$ cat config.mk
export PLATFORM = sky130hd
export DESIGN_NAME = wb_stage
export DESIGN_NICKNAME = d
export VERILOG_FILES = /design/src/rtl/pipe_pkg.sv /design/src/rtl/load_ext.sv /design/src/rtl/wb_stage.sv
export SDC_FILE = /design/constraint.sdc
export NUM_CORES = 1
export LEC_CHECK = 0
export ABC_CLOCK_PERIOD_IN_PS = 4800
export BUFFER_PORTS_ARGS = -buffer_cell sky130_fd_sc_hd__buf_2
export CAP_MARGIN = 20
export CORE_ASPECT_RATIO = 0.7
export CORE_UTILIZATION = 57
export CTS_CLUSTER_DIAMETER = 80
export DETAILED_ROUTE_END_ITERATION = 16
export PLACE_DENSITY = 0.83
export SLEW_MARGIN = 20
export SYNTH_ARGS = -nofsm -noshare
export SYNTH_HDL_FRONTEND = slang
export SYNTH_HIERARCHICAL = 1
export SYNTH_SLANG_ARGS = --single-unit
$ cat constraint.sdc
create_clock -name clk -period 4.8 [get_ports clk]
set_clock_uncertainty 0.15 [all_clocks]
set_input_delay 0.72 -clock clk [delete_from_list [all_inputs] [get_ports clk]]
set_output_delay 0.72 -clock clk [all_outputs]
set_load 0.02 [all_outputs]
$ cat src/rtl/pipe_pkg.sv
`default_nettype none
// ============================================================================
// Module   : pipe_pkg
// Purpose  : Shared encodings for the P6 pipeline writeback path.
//            - wd_sel_e  : writeback data source select
//            - ld_type_e : load width / extension type
//            - PC_RESET  : PC presented by an empty (reset/flushed) W stage
// Revision : 1.0 - initial release
// ============================================================================
package pipe_pkg;

  typedef enum logic [1:0] {
    WD_ALU  = 2'd0,
    WD_MEM  = 2'd1,
    WD_PC8  = 2'd2,
    WD_HILO = 2'd3
  } wd_sel_e;

  // Codes 5-7 are unused and decode as a full-word load.
  typedef enum logic [2:0] {
    LD_W  = 3'd0,
    LD_H  = 3'd1,
    LD_HU = 3'd2,
    LD_B  = 3'd3,
    LD_BU = 3'd4
  } ld_type_e;

  localparam logic [31:0] PC_RESET = 32'h0000_3000;

endpackage
`default_nettype wire

$ cat src/rtl/load_ext.sv
`default_nettype none
// ============================================================================
// Module   : load_ext
// Purpose  : Combinational byte/halfword select and sign/zero extension of a
//            raw data-memory word.
// Ports    : raw     in  [31:0] aligned word read from data memory
//            addr_lo in  [1:0]  byte offset of the load address
//            ld_type in  [2:0]  load type (LW/LH/LHU/LB/LBU, others = LW)
//            result  out [31:0] extended load value
// Revision : 1.0 - initial release
// ============================================================================
module load_ext
  import pipe_pkg::*;
(
  input  logic [31:0] raw,
  input  logic [1:0]  addr_lo,
  input  logic [2:0]  ld_type,
  output logic [31:0] result
);

  logic [15:0] half_sel;
  logic [7:0]  byte_sel;

  always_comb begin
    // Halfword loads only look at addr_lo[1]; addr_lo[0] is ignored.
    half_sel = addr_lo[1] ? raw[31:16] : raw[15:0];

    byte_sel = raw[7:0];
    case (addr_lo)
      2'd0: byte_sel = raw[7:0];
      2'd1: byte_sel = raw[15:8];
      2'd2: byte_sel = raw[23:16];
      2'd3: byte_sel = raw[31:24];
      default: byte_sel = raw[7:0];
    endcase

    result = raw;
    case (ld_type)
      LD_H:    result = {{16{half_sel[15]}}, half_sel};
      LD_HU:   result = {16'h0000, half_sel};
      LD_B:    result = {{24{byte_sel[7]}}, byte_sel};
      LD_BU:   result = {24'h00_0000, byte_sel};
      default: result = raw;
    endcase
  end

endmodule
`default_nettype wire

$ cat src/rtl/wb_stage.sv
`default_nettype none
// ============================================================================
// Module   : wb_stage
// Purpose  : M/W pipeline register and writeback-select logic. Captures the
//            M-stage result, extends load data, selects the writeback value
//            and drives the register-file write port (committed on negedge).
// Ports    : clk, reset (async active-low), en (capture), flush (bubble,
//            wins over en)
//            m_*        in  M-stage instruction fields
//            grf_a3/wd/we/pc  out register-file write port and W-stage PC
//            w_fwd_a3/wd      out forwarding view (a3 = 0 when no write)
//            retire_cnt       out valid instructions that reached W
// Revision : 1.0 - initial release
// ============================================================================
module wb_stage
  import pipe_pkg::*;
#(
  parameter logic [31:0] PC_RESET = pipe_pkg::PC_RESET,
  parameter int          CNT_W    = 32
) (
  input  logic             clk,
  input  logic             reset,
  input  logic             en,
  input  logic             flush,
  input  logic             m_valid,
  input  logic [31:0]      m_pc,
  input  logic             m_we,
  input  logic [4:0]       m_a3,
  input  logic [1:0]       m_wd_sel,
  input  logic [31:0]      m_alu,
  input  logic [31:0]      m_dm_rdata,
  input  logic [1:0]       m_addr_lo,
  input  logic [2:0]       m_ld_type,
  input  logic [31:0]      m_hilo,
  output logic [4:0]       grf_a3,
  output logic [31:0]      grf_wd,
  output logic             grf_we,
  output logic [31:0]      grf_pc,
  output logic [4:0]       w_fwd_a3,
  output logic [31:0]      w_fwd_wd,
  output logic [CNT_W-1:0] retire_cnt
);

  logic             valid_q;
  logic             we_q;
  logic [4:0]       a3_q;
  logic [1:0]       wd_sel_q;
  logic [31:0]      alu_q;
  logic [31:0]      rdata_q;
  logic [1:0]       addr_lo_q;
  logic [2:0]       ld_type_q;
  logic [31:0]      hilo_q;
  logic [31:0]      pc_q;
  logic [CNT_W-1:0] cnt_q;

  logic [31:0]      load_val;
  logic [31:0]      wd_mux;
  logic             write_en;

  always_ff @(posedge clk or negedge reset) begin
    if (!reset) begin
      valid_q   <= 1'b0;
      we_q      <= 1'b0;
      a3_q      <= 5'd0;
      wd_sel_q  <= 2'd0;
      alu_q     <= 32'd0;
      rdata_q   <= 32'd0;
      addr_lo_q <= 2'd0;
      ld_type_q <= 3'd0;
      hilo_q    <= 32'd0;
      pc_q      <= PC_RESET;
      cnt_q     <= '0;
    end else if (flush) begin
      // Bubble: every data field zeroed so grf_wd reads 0 (ALU source, alu=0).
      valid_q   <= 1'b0;
      we_q      <= 1'b0;
      a3_q      <= 5'd0;
      wd_sel_q  <= 2'd0;
      alu_q     <= 32'd0;
      rdata_q   <= 32'd0;
      addr_lo_q <= 2'd0;
      ld_type_q <= 3'd0;
      hilo_q    <= 32'd0;
      pc_q      <= PC_RESET;
    end else if (en) begin
      valid_q   <= m_valid;
      we_q      <= m_we;
      a3_q      <= m_a3;
      wd_sel_q  <= m_wd_sel;
      alu_q     <= m_alu;
      rdata_q   <= m_dm_rdata;
      addr_lo_q <= m_addr_lo;
      ld_type_q <= m_ld_type;
      hilo_q    <= m_hilo;
      pc_q      <= m_pc;
      if (m_valid) begin
        cnt_q <= cnt_q + CNT_W'(1);
      end
    end
  end

  load_ext u_load_ext (
    .raw     (rdata_q),
    .addr_lo (addr_lo_q),
    .ld_type (ld_type_q),
    .result  (load_val)
  );

  always_comb begin
    wd_mux = alu_q;
    case (wd_sel_q)
      WD_ALU:  wd_mux = alu_q;
      WD_MEM:  wd_mux = load_val;
      WD_PC8:  wd_mux = pc_q + 32'd8;
      WD_HILO: wd_mux = hilo_q;
      default: wd_mux = alu_q;
    endcase
  end

  // Writes to $0 are dropped here so the register file never sees them.
  assign write_en   = valid_q & we_q & (a3_q != 5'd0);

  assign grf_a3     = a3_q;
  assign grf_wd     = wd_mux;
  assign grf_we     = write_en;
  assign grf_pc     = pc_q;
  assign w_fwd_a3   = write_en ? a3_q : 5'd0;
  assign w_fwd_wd   = wd_mux;
  assign retire_cnt = cnt_q;

endmodule
`default_nettype wire

==> reports/qor.json <==
{
  "syn-mean-instance-area_um2": 11.06,
  "cts.sinks": 174,
  "max_freq_mhz": 248.4,
  "finalWirelength_um": 27690,
  "area.growth.synth_to_final_pct": 19.20,
  "rsz0062_at_grt": "false",
  "min_path_type": "input pin to asynchronous set/reset pin",
  "power.share.switching": 0.3163,
  "globalRoute.busiestLayer": "met2",
  "static-leakage-power_nw": 5.863,
  "path_clk_slew_ns": 0.08,
  "power_per_cell_area_nw_per_um2": 321.0,
  "post_synth_inst_count": 874,
  "gr-total-overflow": 0,
  "dr_total_vias": 7714,
  "critical_path_peak_fanout": 25,
  "finalPower_w": 0.003698,
  "finalSetupViolations": 0,
  "post-route-drc-count": 0,
  "seq_power_share": 0.454,
  "clock_power_share": 0.364,
  "number_of_setup_buffers_added_after_cts": 0,
  "fin_worst_hold_slack_ns": 0.1850,
  "post-dp-hpwl_um": 20410,
  "worstRegToRegCells": 6,
  "netlist_area_um2": 9663,
  "worst_ep_required_time_ns": 3.93,
  "slew_headroom": 0.4220,
  "worstSetupStartpointType": "flip-flop",
  "grt_max_degree": 90,
  "htree_num_levels": 4,
  "grt_pass1_wl_um": 42390,
  "finalHoldViolations": 0,
  "synth_async_sr_flop_share": 1.000,
  "io_buffers": 284,
  "n_fill_cell": 1251,
  "synth_ff_type": "sky130_fd_sc_hd__dfrtp_1",
  "die_height_um": 110.9,
  "grtUsageTotal": 0.3276,
  "post_cts_resize_count": 0,
  "synth_area_leaders": "sky130_fd_sc_hd__dfrtp_1, sky130_fd_sc_hd__mux2i_1, sky130_fd_sc_hd__mux4_2",
  "layout_cell_share_with_drive_strength_beyond_1": 0.3400,
  "grt_util_met1": 0.4799,
  "worst_setup_path_end_kind": "output port",
  "critPathLaunch": "ld_type_q[2]",
  "clock_tree.buffer_depth": 2,
  "via_per_inst": 5.783,
  "power_report.internal_total_w": 0.002528,
  "drt_pre_antenna_iters": 5,
  "ctsHoldBuffers": 0,
  "number_of_max_cap_violations": 0,
  "worstReg2RegEnd": "retire_cnt[26]",
  "ant_nets": 0,
  "switching_power_total_w": 0.001170,
  "inserted_clock_buffers": 17,
  "irDropWorstVdd_mv": 0.1673,
  "worst_setup_path_endpoint": "w_fwd_wd[6]",
  "r2r_slack_ns": 2.52,
  "part_of_the_power_in_combinational_logic": 0.182,
  "top_level_ports": 285,
  "grt_pass1_vias": 7379,
  "tritoncts": "done",
  "core_um2": 16440,
  "outcome": "finished clean",
  "timing_worst_setup_path_type": "flip-flop to output port",
  "ys_seq_elements": 174,
  "place.gp.congestion": 0.9417,
  "grtUsageMet3": 0.09030,
  "groute.layer.met2.usage": 0.4837,
  "grt_antenna_before_repair": 3,
  "finalMaxSlewViolations": 0,
  "cts_root_buf": "sky130_fd_sc_hd__clkbuf_16",
  "clkLatencyLatePin_ns": 0.43,
  "synth_sequential_area_ratio": 0.4509,
  "post_synthesis_cell_type_count": 53,
  "finish.net_count": 1241,
  "synth_enable_flop_cells": 0,
  "wl_per_cell_um": 20.75,
  "initial_core_util": 0.5876,
  "yosys.area.top_type_share": 0.4454,
  "dieArea_um2": 17490,
  "tightestPinTransition_ns": 0.8670,
  "syn-num-nets": 1022,
  "chipWidth_um": 157.6,
  "num_rows": 39,
  "critPathArrivalTime_ns": 3.16,
  "final.setup.tns_ns": 0,
  "finalCriticalPeriod_ns": 4.025,
  "finalCritPeriodShare": 0.8386,
  "synth.largest_area_cell": "sky130_fd_sc_hd__dfrtp_1",
  "dr.first_iter.drc_count": 735,
  "timing.rr.start": "retire_cnt[0]",
  "yosysWarningCount": 6
}
-- sequential cells by signal (all words and copies together), names as in the netlist --
name        cells
retire_cnt     32
hilo_q         32
ld_type_q       3
rdata_q        32
wd_sel_q        2
addr_lo_q       2
grf_a3          5
valid_q         1
we_q            1
alu_q          32
grf_pc         32
-- per-layer routing --
layer,routed length (um),vias up
met1,12170,3792
met2,12540,383
met5,0,-
met3,2617,27
li1,-,3512
met4,358,0
-- cells in the final DEF (no fill, tap or decap), drive strengths merged, types with 10 or more instances in the layout --
| cell | synthesis | layout |
|---|---|---|
| nor2b | 11 | 11 |
| mux4 | 38 | 38 |
| nor2 | 163 | 163 |
| nor3 | 10 | 10 |
| xor2 | 15 | 15 |
| o2bb2ai | 16 | 16 |
| buf | 62 | 290 |
| xnor2 | 44 | 44 |
| nand2 | 25 | 25 |
| nand3 | 18 | 18 |
| dfrtp | 172 | 172 |
| and3 | 13 | 13 |
| mux2i | 142 | 142 |
| nand4 | 19 | 19 |
| clkbuf | 29 | 18 |
| inv | 8 | 15 |
-- power groups by stage --
| stage | combinational, W | sequential [W] | clock (W) |
|---|---|---|---|
| 2_1_floorplan | 0.000433 | 0.00169 | 0 |
| 3_3_place_gp | 0.000660 | 0.00169 | 0 |
| 3_5_place_dp | 0.000671 | 0.00170 | 0 |
| 4_1_cts | 0.000675 | 0.00167 | 0.00136 |
| 5_1_grt | 0.000725 | 0.00169 | 0.00143 |
| 6_report | 0.000673 | 0.00168 | 0.00135 |
-- worst min path at each step --
stage                endpoint  slack (ns)  cells past startpoint
6_report       retire_cnt[21]        0.19                      1
5_1_grt        retire_cnt[21]        0.24                      1
2_1_floorplan    addr_lo_q[0]        0.27                      0
4_1_cts        retire_cnt[21]        0.22                      1
3_3_place_gp   retire_cnt[31]        0.31                      1
3_5_place_dp   retire_cnt[31]        0.31                      1
-- through the flow --
stage / std cells / util / setup WS (ns) / instance area [um^2]
floorplan: 874 / - / 1.357 / 9663
global placement: 1299 / 0.6649 / 1.302 / 10930
detailed placement: 1299 / 0.6649 / 1.286 / 10930
CTS: 1331 / 0.7000 / 0.8197 / 11510
global route: 1333 / 0.7003 / 0.6805 / 11520
finish: 1334 / 0.7004 / 0.7749 / 11520
-- critical path, stage by stage, from the launching register on --
cell                      delay, ns
sky130_fd_sc_hd__dfrtp_1       0.91
sky130_fd_sc_hd__or3b_1        0.57
sky130_fd_sc_hd__o221a_4       0.21
sky130_fd_sc_hd__a221o_1       0.34
sky130_fd_sc_hd__mux4_2        0.50
sky130_fd_sc_hd__buf_2         0.18
-- kinds of logic (layout without fill, tap and decap cells) --
| family | Yosys count | after routing | share of synthesized area |
|---|---|---|---|
| compound gates | 66 | 66 | 0.05490 |
| xor+xnor | 59 | 59 | 0.05542 |
| fa+ha+maj | 2 | 2 | 0.002589 |
| buf+inv | 99 | 331 | 0.05645 |
| flops | 174 | 174 | 0.4509 |
| mux | 183 | 183 | 0.2392 |
| other cells | 0 | 3 | 0 |
| simple gates | 291 | 291 | 0.1406 |
-- cell usage after synthesis, drive strengths merged (6+ instances only) --
| master | instances |
|---|---|
| nor3 | 10 |
| mux2i | 142 |
| clkbuf | 29 |
| nand3 | 18 |
| xor2 | 15 |
| dfrtp | 172 |
| or2b | 7 |
| o31ai | 8 |
| a221o | 8 |
| a211oi | 8 |
| nand4 | 19 |
| inv | 8 |
| nor2 | 163 |
| o2bb2ai | 16 |
| o22ai | 8 |
| mux4 | 38 |
| xnor2 | 44 |
| nor2b | 11 |
| buf | 62 |
| nand2b | 6 |
| and3 | 13 |
| a21boi | 8 |
| nand2 | 25 |
-- layout make-up --
class	count	area, um^2	area share
Antenna cell	3	7.507	0.0006518
Clock buffer	17	425.4	0.03693
Multi-Input combinational cell	601	4761	0.4133
Clock inverter	15	151.4	0.01314
Inverter	8	30.03	0.002607
Tap cell	225	281.5	0.02444
Timing Repair Buffer	291	1504	0.1306
Sequential cell	174	4358	0.3783
Note: power is estimated with default switching activity, not from simulation.
